--- config.mk ---
export PLATFORM = sky130hd
export DESIGN_NAME = reverse_engine_param
export DESIGN_NICKNAME = d
export VERILOG_FILES = /design/src/rtl/reverse_engine_param.sv
export SDC_FILE = /design/constraint.sdc
export NUM_CORES = 1
export LEC_CHECK = 0
export ABC_AREA = 1
export ABC_CLOCK_PERIOD_IN_PS = 17100
export BUFFER_PORTS_ARGS = -buffer_cell sky130_fd_sc_hd__clkbuf_2
export CAP_MARGIN = 10
export CORE_MARGIN = 10
export CORE_UTILIZATION = 40
export DETAILED_ROUTE_END_ITERATION = 12
export PLACE_DENSITY = 0.61
export SLEW_MARGIN = 20
export SYNTH_ARGS = -nofsm -noshare
export SYNTH_HDL_FRONTEND = slang
export SYNTH_SLANG_ARGS = --single-unit
--- constraint.sdc ---
create_clock -name axi_clk -period 17.1 [get_ports axi_clk]
set_clock_uncertainty 0.2 [all_clocks]
set_input_delay 2.565 -clock axi_clk [delete_from_list [all_inputs] [get_ports axi_clk]]
set_output_delay 2.565 -clock axi_clk [all_outputs]
set_load 0.02 [all_outputs]
--- src/rtl/reverse_engine_param.sv ---
`default_nettype none
// ============================================================================
// Module   : reverse_engine_param
// Purpose  : Element-reverses a memory buffer over burst read/write ports.
// Revision : 1.0 - initial release
// ============================================================================
module reverse_engine_param #(
    parameter int DATA_W = 32,
    parameter int ADDR_W = 32,
    parameter int LEN_W  = 24,
    parameter int BURST  = 16
) (
    input  logic                     axi_clk,
    input  logic                     axi_rst,
    input  logic                     cfg_start,
    input  logic [ADDR_W-1:0]        cfg_src_base,
    input  logic [ADDR_W-1:0]        cfg_dst_base,
    input  logic [LEN_W-1:0]         cfg_len,
    input  logic [1:0]               cfg_mode,
    output logic                     done,
    output logic                     err,
    output logic                     rd_cmd_vld,
    input  logic                     rd_cmd_rdy,
    output logic [ADDR_W-1:0]        rd_cmd_addr,
    output logic [$clog2(BURST):0]   rd_cmd_len,
    input  logic                     rd_dat_vld,
    input  logic [DATA_W-1:0]        rd_dat,
    output logic                     wr_cmd_vld,
    input  logic                     wr_cmd_rdy,
    output logic [ADDR_W-1:0]        wr_cmd_addr,
    output logic [$clog2(BURST):0]   wr_cmd_len,
    output logic                     wr_dat_vld,
    input  logic                     wr_dat_rdy,
    output logic [DATA_W-1:0]        wr_dat
);

    localparam int DB     = DATA_W / 8;
    localparam int LOG_DB = $clog2(DB);
    localparam int IW     = $clog2(BURST);
    localparam int CLW    = IW + 1;

    typedef enum logic [2:0] {
        S_IDLE   = 3'd0,
        S_RD_CMD = 3'd1,
        S_RD_DAT = 3'd2,
        S_WR_CMD = 3'd3,
        S_WR_DAT = 3'd4
    } state_t;

    state_t             state_q;
    logic [ADDR_W-1:0]  src_q;
    logic [ADDR_W-1:0]  dst_q;
    logic [1:0]         mode_q;
    logic [LEN_W-1:0]   rem_q;
    logic [LEN_W-1:0]   wcnt_q;
    logic [CLW-1:0]     chunk_q;
    logic [CLW-1:0]     beat_q;
    logic [DATA_W-1:0]  buf_q [BURST];

    logic               cfg_bad;
    logic               start_acc;
    logic               start_rej;
    logic [LEN_W-1:0]   len_words;
    logic [LEN_W-1:0]   rem_d;
    logic [ADDR_W-1:0]  src_d;
    logic [CLW-1:0]     chunk_d;
    logic [ADDR_W-1:0]  rd_addr_d;
    logic [ADDR_W-1:0]  wr_addr_d;
    logic [IW-1:0]      ridx;
    logic [DATA_W-1:0]  rev_src;
    logic [DATA_W-1:0]  rev_b;
    logic [DATA_W-1:0]  rev_h;
    logic [DATA_W-1:0]  rev_w;
    logic [DATA_W-1:0]  rev_word;

    // The next read command is computed from the live config in IDLE and from
    // the latched state when looping back after a write burst.
    always_comb begin
        cfg_bad   = (cfg_len == '0) || (cfg_len[LOG_DB-1:0] != '0) ||
                    (cfg_mode == 2'd3) || ((DB >> cfg_mode) == 0);
        start_acc = cfg_start && (state_q == S_IDLE) && !cfg_bad;
        start_rej = cfg_start && (state_q == S_IDLE) && cfg_bad;
        len_words = cfg_len >> LOG_DB;
        rem_d     = (state_q == S_IDLE) ? len_words : rem_q;
        src_d     = (state_q == S_IDLE) ? cfg_src_base : src_q;
        chunk_d   = (rem_d >= LEN_W'(BURST)) ? CLW'(BURST) : rem_d[CLW-1:0];
        rd_addr_d = src_d + (ADDR_W'(rem_d - LEN_W'(chunk_d)) << LOG_DB);
        wr_addr_d = dst_q + (ADDR_W'(wcnt_q) << LOG_DB);
        ridx      = (state_q == S_WR_CMD) ? IW'(chunk_q - CLW'(1))
                                          : IW'(chunk_q - CLW'(2) - beat_q);
        rev_src   = buf_q[ridx];
    end

    for (genvar k = 0; k < DB; k++) begin : g_byte
        assign rev_b[k*8 +: 8] = rev_src[(DB-1-k)*8 +: 8];
    end
    for (genvar k = 0; k < DB/2; k++) begin : g_half
        assign rev_h[k*16 +: 16] = rev_src[(DB/2-1-k)*16 +: 16];
    end
    for (genvar k = 0; k < DB/4; k++) begin : g_word
        assign rev_w[k*32 +: 32] = rev_src[(DB/4-1-k)*32 +: 32];
    end

    always_comb begin
        case (mode_q)
            2'd0:    rev_word = rev_b;
            2'd1:    rev_word = rev_h;
            default: rev_word = rev_w;
        endcase
    end

    always_ff @(posedge axi_clk) begin
        if (state_q == S_RD_DAT && rd_dat_vld) begin
            buf_q[beat_q[IW-1:0]] <= rd_dat;
        end
    end

    always_ff @(posedge axi_clk or posedge axi_rst) begin
        if (axi_rst) begin
            state_q     <= S_IDLE;
            done        <= 1'b1;
            err         <= 1'b0;
            rd_cmd_vld  <= 1'b0;
            rd_cmd_addr <= '0;
            rd_cmd_len  <= '0;
            wr_cmd_vld  <= 1'b0;
            wr_cmd_addr <= '0;
            wr_cmd_len  <= '0;
            wr_dat_vld  <= 1'b0;
            wr_dat      <= '0;
            src_q       <= '0;
            dst_q       <= '0;
            mode_q      <= '0;
            rem_q       <= '0;
            wcnt_q      <= '0;
            chunk_q     <= '0;
            beat_q      <= '0;
        end else begin
            err <= start_rej;
            case (state_q)
                S_IDLE: begin
                    if (start_acc) begin
                        src_q       <= cfg_src_base;
                        dst_q       <= cfg_dst_base;
                        mode_q      <= cfg_mode;
                        rem_q       <= len_words;
                        wcnt_q      <= '0;
                        done        <= 1'b0;
                        rd_cmd_vld  <= 1'b1;
                        rd_cmd_addr <= rd_addr_d;
                        rd_cmd_len  <= chunk_d;
                        chunk_q     <= chunk_d;
                        state_q     <= S_RD_CMD;
                    end
                end
                S_RD_CMD: begin
                    if (rd_cmd_rdy) begin
                        rd_cmd_vld <= 1'b0;
                        beat_q     <= '0;
                        state_q    <= S_RD_DAT;
                    end
                end
                S_RD_DAT: begin
                    if (rd_dat_vld) begin
                        if (beat_q == chunk_q - CLW'(1)) begin
                            beat_q      <= '0;
                            rem_q       <= rem_q - LEN_W'(chunk_q);
                            wr_cmd_vld  <= 1'b1;
                            wr_cmd_addr <= wr_addr_d;
                            wr_cmd_len  <= chunk_q;
                            state_q     <= S_WR_CMD;
                        end else begin
                            beat_q <= beat_q + CLW'(1);
                        end
                    end
                end
                S_WR_CMD: begin
                    if (wr_cmd_rdy) begin
                        wr_cmd_vld <= 1'b0;
                        wr_dat_vld <= 1'b1;
                        wr_dat     <= rev_word;
                        beat_q     <= '0;
                        state_q    <= S_WR_DAT;
                    end
                end
                S_WR_DAT: begin
                    // Beat j drains buf[chunk-1-j]; the next word is preloaded on each handshake.
                    if (wr_dat_rdy) begin
                        if (beat_q == chunk_q - CLW'(1)) begin
                            wr_dat_vld <= 1'b0;
                            wcnt_q     <= wcnt_q + LEN_W'(chunk_q);
                            if (rem_q == '0) begin
                                done    <= 1'b1;
                                state_q <= S_IDLE;
                            end else begin
                                rd_cmd_vld  <= 1'b1;
                                rd_cmd_addr <= rd_addr_d;
                                rd_cmd_len  <= chunk_d;
                                chunk_q     <= chunk_d;
                                state_q     <= S_RD_CMD;
                            end
                        end else begin
                            beat_q <= beat_q + CLW'(1);
                            wr_dat <= rev_word;
                        end
                    end
                end
                default: state_q <= S_IDLE;
            endcase
        end
    end

endmodule
`default_nettype wire

==> summary.txt <==
Critical path
  • CP top delay family: compound AO/OA/AOI/OAI gates
  • CP Max Fanout: 5
  • Data required time of the worst path: 17450 ps
  • Setup CP Type: input port to register
  • Critical path buffer and inverter count: 3
  • Worst Path Arrival: 6170 ps
  • Setup slack, reg-to-reg: between 10000 and 15000 ps
  • Max incr delay on CP: between 400 and 500 ps
  • CP most frequent cell: nand2_1
  • Worst r2r path cells: 17
  • R2r startpoint: chunk_q[1]
  • Crit start category: input port
  • FF-to-FF End: wr_dat[18]
  • CP endpoint kind: register
  • CP max-delay cell: fa_1
  • CP cell instances: clkbuf_2, nand3_1, nand2_1, nor2_1, nand2_1, nor2_4, nand3_4, inv_1, or2_2, ha_1, fa_1, o21ai_0, a21oi_1, o21bai_1, a21boi_0, o21ai_0, a21oi_1, inv_1, nand2_1, nand3_1, nand2_1

Route
  • Drt pass-1 iters: 9
  • Total Wirelength: 102.5 mm
  • Routed Antenna Nets: 0
  • Mean number of vias per cell: about 5.4
  • Initial DRC count: 2734
  • Drc violations: 0
  • Drt wl/cell: 20.45 um
  • Total number of vias: 27100

Die
  • I/O pin count: 240
  • Core Area: 87160 um^2
  • Die area: 100500 um^2
  • Chip width: about 320 um
  • Initial core utilization: 40.47%
  • Die height: 317.0 um
  • Std cell rows: 108

Clock tree
  • CTS clk-pin slew, worst paths: ~60 ps
  • CTS H-Tree Depth: 3
  • Hold Buf Count CTS: 0
  • CTS buffer count: 82
  • CTS Root Cell: clkbuf_16
  • CTS sink cnt: ~750
  • Worst skew pair latency: 660 ps
  • CTS tree: built
  • Max clock buf depth: 3
  • Post-CTS setup buffers: 0
  • Post-CTS sizing: 0

STA
  • Post-route setup slack: 11290 ps
  • Relative slew margins: 25.34%
  • Final Max Tran Viols: 0
  • F_max: 172.0 MHz
  • Final Setup Violations: 0
  • Tcrit/Tclk final: 34.00%
  • Worst slew pin tran: around 1100 ps
  • Final hold vios: 0
  • Setup TNS Final: 0 ps
  • Unrepaired setup endpoints after global routing: no
  • Final worst path period need: a little under 6000 ps

Synthesis
  • Count of different cell masters after synthesis: 54
  • Mapped Nets: 3798
  • Ys flop type: edfxtp_1
  • Seq/Total Area, Yosys: 60.12%
  • Synth Cell Area: approximately 35000 um^2
  • Synthesized instance count: 3591
  • Share of the synthesized area in the top cell type: 43.59%
  • EDFF count, synth: 512
  • Most numerous cell in the Yosys netlist: nand2_1
  • Asr flop ratio synth: 31.28%
  • Largest cells by area after synthesis: edfxtp_1 (44%), dfrtp_1 (16%), nand2_1 (8.1%), o21ai_0 (6.4%), nor2_1 (4.9%)
  • Post-synth top area cell: edfxtp_1
  • Post-synth top cells: nand2_1 (764), edfxtp_1 (512), nor2_1 (460)
  • Mean area per synthesized cell: 9.822 um^2
  • Synthesis warning total: 0
  • Synthesis-stage register bit count: 745

Hold path
  • Hold Crit Class: register to register
  • Hold worst-path end: wr_cmd_addr[1]
  • Worst Hold Launch: wr_cmd_addr[1]
  • WHS Path Cells: 2

Placement
  • Port Buffers: ~240
  • Dpl cells: 4857
  • Place WS: 10640 ps
  • GPL Wtd Cong: a little over 0.9
  • Post-DP HPWL: 64.32 mm
  • Placed cell areas: about 38000 um^2

Final layout
  • Area grow syn2layout: 14.79%
  • Final nets: 3993
  • Multi-input logic area: 12660 um^2
  • Register Area: approximately 21000 um^2
  • Share of cells above drive strength 1: 12.53%
  • Fin cells: 5011
  • Fill cell count: 8273
  • Final instance area: 40490 um^2

Run status
  • Status: completed

GRT
  • Largest net degree at the start of global routing: between 90 and 100
  • Overall fraction of global-route tracks in use: 19.96%
  • Grt ovf: 0
  • Most crowded layer after global routing: met2
  • Initial antenna violation count: 6
  • GR Util met1: 27.90%
  • Vias in the first global route: 25872
  • First-pass GRT wire length: 156.4 mm
  • M3 GR Usage: 3.246%
  • M2 GR Usage: 31.56%

Power and ir drop
  • Pwr dens: 198.4 nW/um^2
  • Max VDD drop: approximately 0.15 mV
  • Leakage power: 16.22 nW
  • Tot Pwr: around 0.0080 W

Run
  • MaxCap Viol Count: 0
## placed cells by master, fill, tap and decap left out, types with 73 or more instances in the layout
master / synthesis / layout
edfxtp_1: 512 / 512
nor2_1: 460 / 442
o221ai_1: 86 / 86
inv_1: 209 / 208
nand3_1: 140 / 139
a21oi_1: 101 / 101
ha_1: 73 / 73
clkbuf_2: 1 / 239
clkbuf_16: 0 / 82
nand2_1: 764 / 764
o21ai_0: 448 / 447
dfrtp_1: 232 / 232
## state kept, by name, indices dropped and copies added (netlist names)
register	count
beat_q	5
buf_q	512
chunk_q	5
done	1
dst_q	32
err	1
mode_q	2
rd_cmd_addr	32
rd_cmd_vld	1
rem_q	24
src_q	32
state_q	3
wcnt_q	24
wr_cmd_addr	32
wr_cmd_len	5
wr_cmd_vld	1
wr_dat	32
wr_dat_vld	1
## metal layers
metal	routed length, um	share of wire [%]
met2	47170	46
met4	2834	2.8
met3	7606	7.4
met5	96	0.094
met1	44750	44
## report_power, final
part | switching, W | internal (W) | leakage, nW
logic | 0.00273 | 0.00117 | 7.32
clock network | 0.000752 | 0.00106 | 1.36
registers | 0.000155 | 0.00216 | 7.54
## cell families after synthesis
logic type | count (synthesis) | share of synthesized area (%)
other cells | 1 | 0.01063
flops | 745 | 60.12
xor+xnor | 83 | 2.061
compound gates | 813 | 13.28
buf+inv | 390 | 4.498
simple gates | 1481 | 17.15
fa+ha+maj | 78 | 2.873
## worst max-delay path by stage
stage                 from               to  slack [ps]  depth (start not counted)
2_1_floorplan      axi_rst        beat_q[0]        7950                          1
5_1_grt        cfg_len[11]  rd_cmd_addr[22]       10960                         21
6_report       cfg_len[11]  rd_cmd_addr[22]       11290                         21
3_3_place_gp   cfg_len[11]  rd_cmd_addr[22]       10620                         21
4_1_cts        cfg_len[12]  rd_cmd_addr[22]       11330                         21
3_5_place_dp   cfg_len[11]  rd_cmd_addr[22]       10640                         21
## worst reg2reg max path: cells and delay by family, from the launching register on
family,cells,cell delay [ps]
flops,1,540
compound gates,4,690
fa+ha+maj,2,620
simple gates,6,720
buf+inv,5,2540
## area by class of cell
class / instances / share of cell area, %
inverters: 218 / 2.043
repair buffers: 283 / 3.779
well taps: 1155 / 3.569
clock buffers: 114 / 5.587
flip-flops and latches: 745 / 52.38
clock inverters: 39 / 1.378
diodes: 1 / 0.006180
multi-input cells: 2456 / 31.26
## through the flow
stage / hold slack, ps / utilization, %
after floorplan: 241.4 / -
after global placement: 255.4 / 43.21
after detailed placement: 257.5 / 43.21
after CTS: 273.4 / 46.45
after global routing: 292.3 / 46.45
final: 274.8 / 46.45
(Power assumes the default switching activity.)
